## src/rtl/riscuin_mc_sequencer_if.sv

```systemverilog
// -----------------------------------------------------------------------------
// riscuin_mc_sequencer_if
// Bundle of the control/handshake signals around the multi-cycle sequencer.
//   Decoder/ALU side : instr_valid, data_r, data_w, data_size, addr_lo, reg_w_dec
//   Data bus side    : bus_ready, bus_busy -> bus_req_r, bus_req_w
//   PC / reg bank    : rb_ready, pc_at_end, halt_req -> instr_latch, pc_enable,
//                      reg_w_en
//   Status           : halted, trap, trap_cause, state, retired
// master = environment driving the sequencer, slave = the sequencer itself.
// -----------------------------------------------------------------------------
interface riscuin_mc_sequencer_if #(
    parameter int RET_WIDTH = 32
);
    logic                 rb_ready;
    logic                 instr_valid;
    logic                 data_r;
    logic                 data_w;
    logic [1:0]           data_size;
    logic [1:0]           addr_lo;
    logic                 reg_w_dec;
    logic                 bus_ready;
    logic                 bus_busy;
    logic                 pc_at_end;
    logic                 halt_req;

    logic                 instr_latch;
    logic                 pc_enable;
    logic                 reg_w_en;
    logic                 bus_req_r;
    logic                 bus_req_w;
    logic                 halted;
    logic                 trap;
    logic [1:0]           trap_cause;
    logic [2:0]           state;
    logic [RET_WIDTH-1:0] retired;

    modport master (
        output rb_ready, instr_valid, data_r, data_w, data_size, addr_lo,
               reg_w_dec, bus_ready, bus_busy, pc_at_end, halt_req,
        input  instr_latch, pc_enable, reg_w_en, bus_req_r, bus_req_w,
               halted, trap, trap_cause, state, retired
    );

    modport slave (
        input  rb_ready, instr_valid, data_r, data_w, data_size, addr_lo,
               reg_w_dec, bus_ready, bus_busy, pc_at_end, halt_req,
        output instr_latch, pc_enable, reg_w_en, bus_req_r, bus_req_w,
               halted, trap, trap_cause, state, retired
    );
endinterface

```

## src/rtl/riscuin_mc_sequencer.sv

```systemverilog
// -----------------------------------------------------------------------------
// riscuin_mc_sequencer
// Multi-cycle FETCH/DECODE/EXECUTE/MEM/WRITEBACK controller for the RISCuin
// core. Tolerates program-memory and data-bus wait states, traps on illegal or
// misaligned data accesses and on a bus timeout, and counts retired
// instructions.
// Ports:
//   clk  - core clock, rising edge
//   rst  - synchronous active-low reset
//   bus  - riscuin_mc_sequencer_if.slave (all control/handshake/status signals)
//
//   state      | code | meaning
//   -----------+------+----------------------------------------------------
//   RESET_WAIT |  0   | waiting for the register bank to come up
//   FETCH      |  1   | waiting for instr_valid, latch instruction
//   DECODE     |  2   | one-cycle decode slot
//   EXECUTE    |  3   | access legality check, choose MEM or WRITEBACK
//   MEM        |  4   | data bus access with wait states and timeout
//   WRITEBACK  |  5   | commit rd, advance PC, count retirement
//   HALT       |  6   | parked until halt_req and pc_at_end both drop
//   TRAP       |  7   | fault latched, exit only through reset
// -----------------------------------------------------------------------------
module riscuin_mc_sequencer #(
    parameter int BUS_TIMEOUT = 16,
    parameter int CNT_WIDTH   = 5,
    parameter int RET_WIDTH   = 32
) (
    input logic                  clk,
    input logic                  rst,
    riscuin_mc_sequencer_if.slave bus
);

    typedef enum logic [2:0] {
        RESET_WAIT = 3'd0,
        FETCH      = 3'd1,
        DECODE     = 3'd2,
        EXECUTE    = 3'd3,
        MEM        = 3'd4,
        WRITEBACK  = 3'd5,
        HALT       = 3'd6,
        TRAP       = 3'd7
    } state_t;

    localparam logic [1:0] CAUSE_MISALIGN = 2'b01;
    localparam logic [1:0] CAUSE_TIMEOUT  = 2'b10;
    localparam logic [1:0] CAUSE_ILLEGAL  = 2'b11;

    state_t               state_q;
    state_t               state_nxt;
    logic [1:0]           cause_nxt;
    logic [1:0]           cause_q;
    logic [CNT_WIDTH-1:0] wait_cnt;
    logic [RET_WIDTH-1:0] retired_q;
    logic                 req_r_q;
    logic                 req_w_q;

    logic access;
    logic illegal;
    logic misaligned;
    logic bus_done;

    assign access     = bus.data_r | bus.data_w;
    assign illegal    = (bus.data_r & bus.data_w) | (access & (bus.data_size == 2'b11));
    assign misaligned = access & (((bus.data_size == 2'b01) & bus.addr_lo[0]) |
                                  ((bus.data_size == 2'b10) & (bus.addr_lo != 2'b00)));
    assign bus_done   = bus.bus_ready & ~bus.bus_busy;

    // State register
    always_ff @(posedge clk) begin
        if (!rst) begin
            state_q <= RESET_WAIT;
        end else begin
            state_q <= state_nxt;
        end
    end

    // Next-state logic
    always_comb begin
        state_nxt = state_q;
        cause_nxt = 2'b00;
        case (state_q)
            RESET_WAIT: if (bus.rb_ready) state_nxt = FETCH;
            FETCH:      if (bus.instr_valid) state_nxt = DECODE;
            DECODE:     state_nxt = EXECUTE;
            EXECUTE: begin
                if (illegal) begin
                    state_nxt = TRAP;
                    cause_nxt = CAUSE_ILLEGAL;
                end else if (misaligned) begin
                    state_nxt = TRAP;
                    cause_nxt = CAUSE_MISALIGN;
                end else if (access) begin
                    state_nxt = MEM;
                end else begin
                    state_nxt = WRITEBACK;
                end
            end
            MEM: begin
                // completion in the terminal-count cycle takes priority
                if (bus_done) begin
                    state_nxt = WRITEBACK;
                end else if (wait_cnt == '0) begin
                    state_nxt = TRAP;
                    cause_nxt = CAUSE_TIMEOUT;
                end
            end
            WRITEBACK:  state_nxt = (bus.halt_req | bus.pc_at_end) ? HALT : FETCH;
            HALT:       if (!bus.halt_req && !bus.pc_at_end) state_nxt = FETCH;
            TRAP:       state_nxt = TRAP;
            default:    state_nxt = RESET_WAIT;
        endcase
    end

    // Bus requests, wait timer, trap cause and retirement counter.
    // The wait timer is a down-counter loaded with BUS_TIMEOUT-1 on MEM entry;
    // reaching zero without completion is the timeout cycle.
    always_ff @(posedge clk) begin
        if (!rst) begin
            req_r_q   <= 1'b0;
            req_w_q   <= 1'b0;
            wait_cnt  <= '0;
            cause_q   <= 2'b00;
            retired_q <= '0;
        end else begin
            if (state_q == EXECUTE && state_nxt == MEM) begin
                req_r_q  <= bus.data_r;
                req_w_q  <= bus.data_w;
                wait_cnt <= CNT_WIDTH'(BUS_TIMEOUT - 1);
            end else begin
                if (state_nxt != MEM) begin
                    req_r_q <= 1'b0;
                    req_w_q <= 1'b0;
                end
                if (state_q == MEM && wait_cnt != '0) begin
                    wait_cnt <= wait_cnt - CNT_WIDTH'(1);
                end
            end
            if (state_q != TRAP && state_nxt == TRAP) begin
                cause_q <= cause_nxt;
            end
            if (state_q == WRITEBACK) begin
                retired_q <= retired_q + RET_WIDTH'(1);
            end
        end
    end

    // Output logic
    always_comb begin
        bus.instr_latch = 1'b0;
        bus.pc_enable   = 1'b0;
        bus.reg_w_en    = 1'b0;
        case (state_q)
            FETCH: bus.instr_latch = bus.instr_valid;
            WRITEBACK: begin
                bus.pc_enable = 1'b1;
                bus.reg_w_en  = bus.reg_w_dec & ~bus.data_w;
            end
            default: ;
        endcase
    end

    assign bus.bus_req_r  = req_r_q;
    assign bus.bus_req_w  = req_w_q;
    assign bus.halted     = (state_q == HALT);
    assign bus.trap       = (state_q == TRAP);
    assign bus.trap_cause = cause_q;
    assign bus.state      = state_q;
    assign bus.retired    = retired_q;

endmodule
```

## src/flat_wrapper.sv

```systemverilog
// flat-port wrapper written by rule: the top's interface ports become plain ports
module riscuin_mc_sequencer_flat 
#(
    parameter int BUS_TIMEOUT = 16,
    parameter int CNT_WIDTH   = 5,
    parameter int RET_WIDTH   = 32
)
  (clk, rst, bus_rb_ready, bus_instr_valid, bus_data_r, bus_data_w, bus_data_size, bus_addr_lo, bus_reg_w_dec, bus_bus_ready, bus_bus_busy, bus_pc_at_end, bus_halt_req, bus_instr_latch, bus_pc_enable, bus_reg_w_en, bus_bus_req_r, bus_bus_req_w, bus_halted, bus_trap, bus_trap_cause, bus_state, bus_retired);
  riscuin_mc_sequencer_if #(.RET_WIDTH(RET_WIDTH)) bus_i ();
  input logic clk;
  input logic rst;
  input wire logic [$bits(bus_i.rb_ready)-1:0] bus_rb_ready;
  input wire logic [$bits(bus_i.instr_valid)-1:0] bus_instr_valid;
  input wire logic [$bits(bus_i.data_r)-1:0] bus_data_r;
  input wire logic [$bits(bus_i.data_w)-1:0] bus_data_w;
  input wire logic [$bits(bus_i.data_size)-1:0] bus_data_size;
  input wire logic [$bits(bus_i.addr_lo)-1:0] bus_addr_lo;
  input wire logic [$bits(bus_i.reg_w_dec)-1:0] bus_reg_w_dec;
  input wire logic [$bits(bus_i.bus_ready)-1:0] bus_bus_ready;
  input wire logic [$bits(bus_i.bus_busy)-1:0] bus_bus_busy;
  input wire logic [$bits(bus_i.pc_at_end)-1:0] bus_pc_at_end;
  input wire logic [$bits(bus_i.halt_req)-1:0] bus_halt_req;
  output wire logic [$bits(bus_i.instr_latch)-1:0] bus_instr_latch;
  output wire logic [$bits(bus_i.pc_enable)-1:0] bus_pc_enable;
  output wire logic [$bits(bus_i.reg_w_en)-1:0] bus_reg_w_en;
  output wire logic [$bits(bus_i.bus_req_r)-1:0] bus_bus_req_r;
  output wire logic [$bits(bus_i.bus_req_w)-1:0] bus_bus_req_w;
  output wire logic [$bits(bus_i.halted)-1:0] bus_halted;
  output wire logic [$bits(bus_i.trap)-1:0] bus_trap;
  output wire logic [$bits(bus_i.trap_cause)-1:0] bus_trap_cause;
  output wire logic [$bits(bus_i.state)-1:0] bus_state;
  output wire logic [$bits(bus_i.retired)-1:0] bus_retired;
  assign bus_i.rb_ready = bus_rb_ready;
  assign bus_i.instr_valid = bus_instr_valid;
  assign bus_i.data_r = bus_data_r;
  assign bus_i.data_w = bus_data_w;
  assign bus_i.data_size = bus_data_size;
  assign bus_i.addr_lo = bus_addr_lo;
  assign bus_i.reg_w_dec = bus_reg_w_dec;
  assign bus_i.bus_ready = bus_bus_ready;
  assign bus_i.bus_busy = bus_bus_busy;
  assign bus_i.pc_at_end = bus_pc_at_end;
  assign bus_i.halt_req = bus_halt_req;
  assign bus_instr_latch = bus_i.instr_latch;
  assign bus_pc_enable = bus_i.pc_enable;
  assign bus_reg_w_en = bus_i.reg_w_en;
  assign bus_bus_req_r = bus_i.bus_req_r;
  assign bus_bus_req_w = bus_i.bus_req_w;
  assign bus_halted = bus_i.halted;
  assign bus_trap = bus_i.trap;
  assign bus_trap_cause = bus_i.trap_cause;
  assign bus_state = bus_i.state;
  assign bus_retired = bus_i.retired;
  riscuin_mc_sequencer #(.BUS_TIMEOUT(BUS_TIMEOUT), .CNT_WIDTH(CNT_WIDTH), .RET_WIDTH(RET_WIDTH)) u_core (.clk(clk), .rst(rst), .bus(bus_i));
endmodule
```

## config.mk

```make
export PLATFORM = sky130hd
export DESIGN_NAME = riscuin_mc_sequencer_flat
export DESIGN_NICKNAME = d
export VERILOG_FILES = /design/src/rtl/riscuin_mc_sequencer_if.sv /design/src/rtl/riscuin_mc_sequencer.sv /design/src/flat_wrapper.sv
export SDC_FILE = /design/constraint.sdc
export NUM_CORES = 1
export LEC_CHECK = 0
export CAP_MARGIN = 20
export CORE_UTILIZATION = 48
export DETAILED_ROUTE_END_ITERATION = 8
export PLACE_DENSITY_LB_ADDON = 0.12
export SLEW_MARGIN = 10
export SYNTH_ARGS = -nofsm -noshare
export SYNTH_HDL_FRONTEND = slang
export SYNTH_SLANG_ARGS = --single-unit
```

## constraint.sdc

```tcl
create_clock -name clk -period 2.2 [get_ports clk]
set_input_delay 0.22 -clock clk [delete_from_list [all_inputs] [get_ports clk]]
set_output_delay 0.22 -clock clk [all_outputs]
set_load 0.02 [all_outputs]
```

Yosys cells after proc, flatten, opt, wreduce, memory -nomap -nowiden:

Index checks and enable logic that the tools add are counted.

* logic and storage cells: 73
* output and inout bits: 44
* register bits: 44

* eq/ne operators: 14
* bitwise logic cells: 14
* multiplexer cells: 23
* add/subtract/negate cells: 2
* reductions and logical operators: 13

Operator list (count)
* 32-bit by 1-bit adder with 32-bit output (second input constant): 1
* 3-bit two-way mux: 8
* 3-bit one-hot mux with 8 select lines: 1
* 3-bit == test (second input constant): 6
* 1-bit two-way mux: 8
* 4-bit two-way mux: 2
* 1-bit bitwise AND: 7
* 3-bit by 2-bit == test with 1-bit output (second input constant): 2
* 2-bit two-way mux: 3
* 3-bit != test (second input constant): 2
* 2-bit nonzero test: 3
* 5-bit logical NOT: 1
* 5-bit nonzero test: 1
* 5-bit by 1-bit subtractor with 5-bit output (second input constant): 1
* 2-bit == test (second input constant): 2
* 1-bit logical AND: 4
* 1-bit OR: 4
* 2-bit one-hot mux with 2 select lines: 1
* 3-bit by 1-bit == test with 1-bit output (second input constant): 1
* 3-bit logical NOT: 1
* 1-bit inverter: 3
* 2-bit by 1-bit == test with 1-bit output (second input constant): 1
* 1-bit logical NOT: 2
* 2-bit OR reduction: 1

Logic depth before layout (Yosys ltp):

Gate-level depths: netlist of run 1.

* word-level depth: 10
* depth in mapped cells: 7
* depth with buffers taken out: 7

Worst setup path before layout of run 1:

OpenSTA, ideal clock, no wires.

* kind: reg-to-reg
* from: register u_core.retired_q[9] (netlist: u_core.bus.retired[9])
* to: register u_core.retired_q[30] (netlist: u_core.bus.retired[30])
* clock period less this slack: 1.831 ns
* slack: 0.369 ns
* data required time: 2.130 ns
* arrival: 1.760 ns
* stages on the path, launching flop included: 7
* cells stage by stage: dfxtp_1 > and4_1 > buf_6 > nor3b_4 > nand3_2 > or3_1 > a21oi_1

* word-level cells in the longest chain between the ends: 1

RTL lines
* start: declaration: RTL line riscuin_mc_sequencer.sv:53 `logic [RET_WIDTH-1:0] retired_q;`
* start signal: assignment: RTL line riscuin_mc_sequencer.sv:142 `retired_q <= retired_q + RET_WIDTH'(1);`
* 32-bit by 1-bit adder with 32-bit output: RTL line riscuin_mc_sequencer.sv:142

Every way passes these cells.
A chain may end at the register's enable or synchronous reset.

Worst setup path in the final report of run 1:

* from: register u_core.state_q[2] (netlist: u_core.bus.state[2])
* to: output bus_instr_latch

* word-level cells in the longest chain between the ends: 2

RTL lines
* start: declaration: RTL line riscuin_mc_sequencer.sv:48 `state_t state_q;`
* start signal: assignment: RTL line riscuin_mc_sequencer.sv:73 `state_q <= state_nxt;`
* 3-bit by 1-bit == test with 1-bit output: RTL line riscuin_mc_sequencer.sv:152 `case (state_q)`
* 1-bit two-way mux: RTL line riscuin_mc_sequencer.sv:152
* end: declaration: RTL line flat_wrapper.sv:23 `output wire logic [$bits(bus_i.instr_latch)-1:0] bus_instr_latch;`

Every way passes these cells.

==> flow_metrics.env, run 1 <==
export IMPL_run_status="finished, final reports clean"
export IMPL_core_area_mm2=0.004414
export IMPL_drc_errors=0
export IMPL_h_tree_depth=2
export IMPL_hold_buffers=0
export IMPL_grt_pass1_wl_um=8638
export IMPL_final_nets=341
export IMPL_root_buffer="clkbuf_8"
export IMPL_hold_viol_final=0
export IMPL_synth_top_area_cell="dfxtp_1"
export IMPL_wl_met3_um=184
export IMPL_fp_row_count=24
export IMPL_die_h_um=70.08
export IMPL_final_instance_count_excl_fill=375
export IMPL_synth_fa_ha_area_frac=0.02137
export IMPL_drt_total_wl_um=4941
export IMPL_cp_slowest_stage_delay_ns=0.65
export IMPL_yosysTopAreaCellShare=0.3960
export IMPL_hold_path_class="flop to flop"
export IMPL_yosys_most_used_dff="dfxtp_1"
export IMPL_cts_sinks=44
export IMPL_area_growth_pct=35.38
export IMPL_overflow=0
export IMPL_cts_buffers=5
export IMPL_firstDrtPassIters=4
export IMPL_setup_worst_path_end_class="output pin"
export IMPL_relSlewSlack=0.6578
export IMPL_grt_usage=0.2147
export IMPL_skew_ns=0.008152
export IMPL_ys_top_cells_by_area="dfxtp_1 (40%), xor2_1 (7.5%), nor2_1 (5.9%)"
export IMPL_worst_slew_pin_slew_ns=0.5090
export IMPL_start_util=0.5040
export IMPL_io_pins=59
export IMPL_synth_xor_area_share=0.1102
export IMPL_wl_met1_um=2293
export IMPL_synth_edff_count=0
export IMPL_worst_path_max_delay_cell="clkdlybuf4s50_1"
export IMPL_max_freq_mhz=493.7
export IMPL_synth_cells=259
export IMPL_synth_nets=277
export IMPL_syn_avg_cell_area_um2=8.589
export IMPL_ys_warn_count=0
export IMPL_finalSetupViolCount=0
export IMPL_dp_cells=368
export IMPL_rsz0062_at_grt="no"
export IMPL_hpwl_um=3628
export IMPL_ys_ff_latch=44
export IMPL_p_leak_uw=0.001103
export IMPL_start_kind="flop"
export IMPL_antennaDiodeCount=0
export IMPL_synth_cell_area_mm2=0.002225
export IMPL_synthSimpleGateAreaFrac=0.3099
export IMPL_place_ws_ns=0.1761
export IMPL_fin_crit_ns=2.026
export IMPL_place_gp_congestion=0.8938
export IMPL_ant_nets=0
export IMPL_maxSlewViolCount=0
export IMPL_grt_max_degree=33
export IMPL_finalCritPeriodShare=0.9207
export IMPL_n_fill_cell=357
export IMPL_ys_types=52
export IMPL_clockBufferDepth=2
export IMPL_power_density_mw_per_mm2=601.9
export IMPL_die_width_um=70.08
export IMPL_grt_pass1_vias=1981
export IMPL_synth_top_family_by_area="simple AND/OR/NAND/NOR gates"
export IMPL_final_util=0.6823
export IMPL_drive_above_1_share=0.07430
export IMPL_worstSetupPathType="flop to output pin"
export IMPL_via_per_inst=5.536
export IMPL_io_buffer_count=58
export IMPL_crit_arrival_ns=1.81
export IMPL_top_layer="met4"
export IMPL_muxShareOfSynthArea=0.004499
export IMPL_yosysSeqAreaShare=0.3960
export IMPL_final_setup_tns_ns=0
export IMPL_cts_tree="built"
export IMPL_crit_path_max_fanout=13
export IMPL_critical_path_required_ns=1.98
export IMPL_max_cap_violations=0
export IMPL_met2WireLength_um=2392
export IMPL_worst_hold_slack_ns=0.4462
export IMPL_wl_per_cell_um=13.18
export IMPL_fin_ws_ns=0.1744
export IMPL_async_flop_share=0
export IMPL_route_vias_total=2076
export IMPL_insertion_delay_ns=0.29
export IMPL_dieArea_mm2=0.004911
export IMPL_clk_pin_slew_worst_paths_ns=0.08
export IMPL_synth_compound_area_share=0.1175
export IMPL_crit_chain="buf_4 > nor4b_1 > clkdlybuf4s50_1"
export IMPL_drtIter0Drc=134
export IMPL_antenna_found_initial=0
export IMPL_ir_drop_mv=0.4522
-- synthesized netlist by cell type, types with 3 or more instances --
cell       n
xor2_1    19
a21oi_1   11
and3_1    10
xnor2_1    9
nand4_1   14
nor2_1    35
and4_1     3
o31ai_1    3
o21ai_0   11
dfxtp_1   44
inv_1      8
nor3_1     6
ha_1       3
clkbuf_1   4
nand2_1   16
nand3_1   14
buf_2      3
nor2b_1    3
nor4b_1    4
or3_1      4
-- worst paths after layout --
kind | from | cells past startpoint | slack [ns] | endpoint
max reg2reg | u_core.wait_cnt[0] | 7 | 0.20 | u_core.bus.trap_cause[1]
min | u_core.bus.trap_cause[0] | 2 | 0.45 | u_core.bus.trap_cause[0]
min reg2reg | u_core.bus.trap_cause[0] | 2 | 0.45 | u_core.bus.trap_cause[0]
max | u_core.bus.state[2] | 3 | 0.17 | bus_instr_latch
-- critical path: cells and delay by family (launching register included) --
| family | cells | cell delay (ns) |
|---|---|---|
| simple gates | 1 | 0.29 |
| flops | 1 | 0.37 |
| buf+inv | 2 | 0.85 |
-- logic make-up after synthesis --
group           count (synthesis)
simple gates                  124
flops                          44
compound gates                 39
xor+xnor                       28
buf+inv                        19
fa+ha+maj                       4
mux                             1
-- power breakdown --
| group | internal [µW] | total [µW] | leakage, µW | switching (µW) |
|---|---|---|---|---|
| clock network | 447 | 710 | 0.0000642 | 263 |
| registers | 813 | 840 | 0.000355 | 27.8 |
| logic | 125 | 262 | 0.000684 | 137 |
| total | 1380 | 1810 | 0.00110 | 428 |
-- state kept, by name (all words and copies together) (netlist names) --
signal / cells
u_core.bus.state: 3
u_core.bus.trap_cause: 2
u_core.wait_cnt: 5
u_core.bus.bus_req_r: 1
u_core.bus.bus_req_w: 1
u_core.bus.retired: 32
-- metrics by stage --
step	cell area (µm²)	power, µW
after global routing	3012	1891
after global placement	2882	1117
final	3012	1813
after floorplan	2225	1015
after detailed placement	2882	1117
after CTS	3010	1823
-- cell usage in the layout, fill, tap and decap left out, types with 9 or more instances in the layout --
cell,Yosys,final
nor2_1,35,35
and3_1,10,10
clkdlybuf4s50_1,0,58
nand2_1,16,16
dfxtp_1,44,43
xnor2_1,9,9
nand3_1,14,14
nand4_1,14,14
buf_4,2,9
a21oi_1,11,11
o21ai_0,11,11
xor2_1,19,19
-- layer usage --
layer,track usage,vias to the layer above
met5,0,-
met4,0.07778,0
met3,0.04185,7
met2,0.3686,54
met1,0.2658,959
li1,-,1056
-- layout make-up --
cell class	count	area [µm²]	share of cell area
Clock inverter	2	60.06	0.01994
Tap cell	52	65.06	0.02160
Sequential cell	44	882.1	0.2929
Clock buffer	5	68.82	0.02285
Timing Repair Buffer	67	648.1	0.2152
Multi-Input combinational cell	196	1254	0.4163
Inverter	9	33.78	0.01122
-- what timing repair did --
| item | 4_1_cts | 5_1_grt |
|---|---|---|
| setup endpoints to repair | 0 | 2 |
| setup buffers | 0 | 0 |
| resized for setup | 0 | 1 |
Note: power is estimated with default switching activity, not from simulation.
==> run 2, diff against run 1 <==
--- a/constraint.sdc
+++ b/constraint.sdc
@@ -3,2 +3,2 @@
 set_output_delay 0.22 -clock clk [all_outputs]
-set_load 0.02 [all_outputs]
+set_load 0.01 [all_outputs]
==> run 2 against run 1 <==
Sequential power up 2%. Combinational power decreased by 4%. Clock skew up 0.00066 ns. Critical endpoint is now u_core.wait_cnt[4]. Count of clock-buffer cells in the layout up 1. Worst hold slack gained 0.0060 ns. Fmax is 2.2% lower. Critical path depth increased by 6. Register-to-register slack got worse by 0.07 ns. Final area is 0.21% lower. First-iteration DRC count decreased by 23%. Power is 13% lower. Sequential share of layout area grew 0.14 points.
==> flow_metrics.env, run 2 (synthesized netlist as in run 1, its figures left out) <==
export IMPL_rsz0062_at_grt="no"
export IMPL_antenna_found_initial=0
export IMPL_io_pins=59
export IMPL_cp_slowest_stage_delay_ns=0.35
export IMPL_drive_above_1_share=0.09231
export IMPL_power_share_clock=0.301
export IMPL_core_area_mm2=0.004414
export IMPL_run_status="finished, final reports clean"
export IMPL_drc_errors=0
export IMPL_p_switching_uw=421.8
export IMPL_largest_reg_flops=32
export IMPL_final_common_cell="clkdlybuf4s50_1"
export IMPL_io_buffer_count=58
export IMPL_cts_buffers=5
export IMPL_fin_ws_ns=0.1284
export IMPL_overflow=0
export IMPL_p_comb_frac=0.159
export IMPL_drtIter0Drc=103
export IMPL_via_per_inst=5.448
export IMPL_die_width_um=70.08
export IMPL_crit_top_cell="buf_4"
export IMPL_grt_usage=0.2161
export IMPL_grt_max_degree=35
export IMPL_route_vias_total=2054
export IMPL_mostFrequentLayoutCells="clkdlybuf4s50_1 (58), dfxtp_1 (41), nor2_1 (35)"
export IMPL_grt_pass1_wl_um=8625
export IMPL_hold_path_class="flop to flop"
export IMPL_antennaDiodeCount=0
export IMPL_cts_tree="built"
export IMPL_worstHoldPathCells=2
export IMPL_crit_chain="inv_1 > ha_1 > nor4b_1 > buf_4 > a221o_1 > a221oi_4 > buf_4 > nand4_1 > and3_1"
export IMPL_dieArea_mm2=0.004911
export IMPL_finalSetupViolCount=0
export IMPL_worst_hold_slack_ns=0.4522
export IMPL_fp_row_count=24
export IMPL_hold_buffers=0
export IMPL_fin_crit_ns=2.072
export IMPL_clk_pin_slew_worst_paths_ns=0.08
export IMPL_swShare=0.2670
export IMPL_root_buffer="clkbuf_8"
export IMPL_area_growth_pct=35.10
export IMPL_start_util=0.5040
export IMPL_critical_path_required_ns=2.39
export IMPL_place_gp_congestion=0.8732
export IMPL_power_internal_uw=1158
export IMPL_worst_path_max_delay_cell="dfxtp_2"
export IMPL_firstDrtPassIters=4
export IMPL_p_leak_uw=0.001091
export IMPL_grt_pass1_vias=1956
export IMPL_setup_worst_path_end_class="flop"
export IMPL_drt_total_wl_um=4975
export IMPL_ant_nets=0
export IMPL_crit_path_max_fanout=5
export IMPL_cts_sinks=44
export IMPL_worstSetupPathType="flop to flop"
export IMPL_skew_ns=0.008814
export IMPL_max_freq_mhz=482.7
export IMPL_start_kind="flop"
export IMPL_place_ws_ns=0.1515
export IMPL_worst_slew_pin_slew_ns=0.6905
export IMPL_max_cap_violations=0
export IMPL_wl_per_cell_um=13.20
export IMPL_hold_viol_final=0
export IMPL_final_util=0.6808
export IMPL_finalCritPeriodShare=0.9416
export IMPL_final_nets=343
export IMPL_hpwl_um=3544
export IMPL_power_density_mw_per_mm2=525.6
export IMPL_rr_worst_depth=9
export IMPL_crit_arrival_ns=2.26
export IMPL_p_seq_frac=0.540
export IMPL_die_h_um=70.08
export IMPL_ir_drop_mv=0.3358
export IMPL_h_tree_depth=2
export IMPL_insertion_delay_ns=0.29
export IMPL_maxSlewViolCount=0
export IMPL_final_setup_tns_ns=0
export IMPL_clockBufferDepth=2
export IMPL_relSlewSlack=0.5354
[run 2: worst paths after layout]
check,start,slack (ns),endpoint
setup / recovery,u_core.wait_cnt[0],0.13,u_core.wait_cnt[4]
hold / removal,u_core.bus.trap_cause[0],0.45,u_core.bus.trap_cause[0]
setup reg to reg,u_core.wait_cnt[0],0.13,u_core.wait_cnt[4]
hold reg to reg,u_core.bus.trap_cause[0],0.45,u_core.bus.trap_cause[0]
[run 2: timing repair]
action / in CTS / in global routing
endpoints found under the setup margin: 0 / 4
setup buffers: 0 / 1
resized for setup: 0 / 7
[run 2: final cells by class]
| type | instances | area [µm²] |
|---|---|---|
| Timing Repair Buffer | 69 | 663.1 |
| Sequential cell | 44 | 884.6 |
| Tap cell | 52 | 65.06 |
| Inverter | 9 | 33.78 |
| Clock buffer | 6 | 72.57 |
| Fill cell | 376 | 1409 |
| Clock inverter | 1 | 5.005 |
| Multi-Input combinational cell | 196 | 1281 |
[run 2: per-stage QoR]
stage | cell area (µm²) | power [µW] | std cells
floorplan | 2225 | 1001 | 259
global placement | 2889 | 1095 | 369
detailed placement | 2889 | 1095 | 369
CTS | 2967 | 1570 | 376
global route | 3005 | 1650 | 377
finish | 3005 | 1580 | 377
[run 2: routing by layer]
layer / vias up / track usage / wire, µm
met2: 60 / 0.3611 / 2353
met4: 0 / 0.09333 / 90
met1: 934 / 0.2750 / 2326
met5: - / 0 / 0
met3: 9 / 0.03463 / 204
li1: 1051 / - / -
[run 2: power by group through the flow]
stage	logic, µW	registers (µW)	clock network [µW]
final	251	853	476
after detailed placement	226	869	0
after global routing	271	859	520
after global placement	226	869	0
after CTS	228	850	493
after floorplan	145	856	0
[run 2: worst max-delay path: cells and delay by family, from the launching register on]
family | cells | cell delay, ns
adder cells (fa/ha/maj) | 1 | 0.19
buffers and inverters | 3 | 0.38
flip-flops | 1 | 0.35
AND/OR/NAND/NOR | 3 | 0.40
AO/OA/AOI/OAI | 2 | 0.65
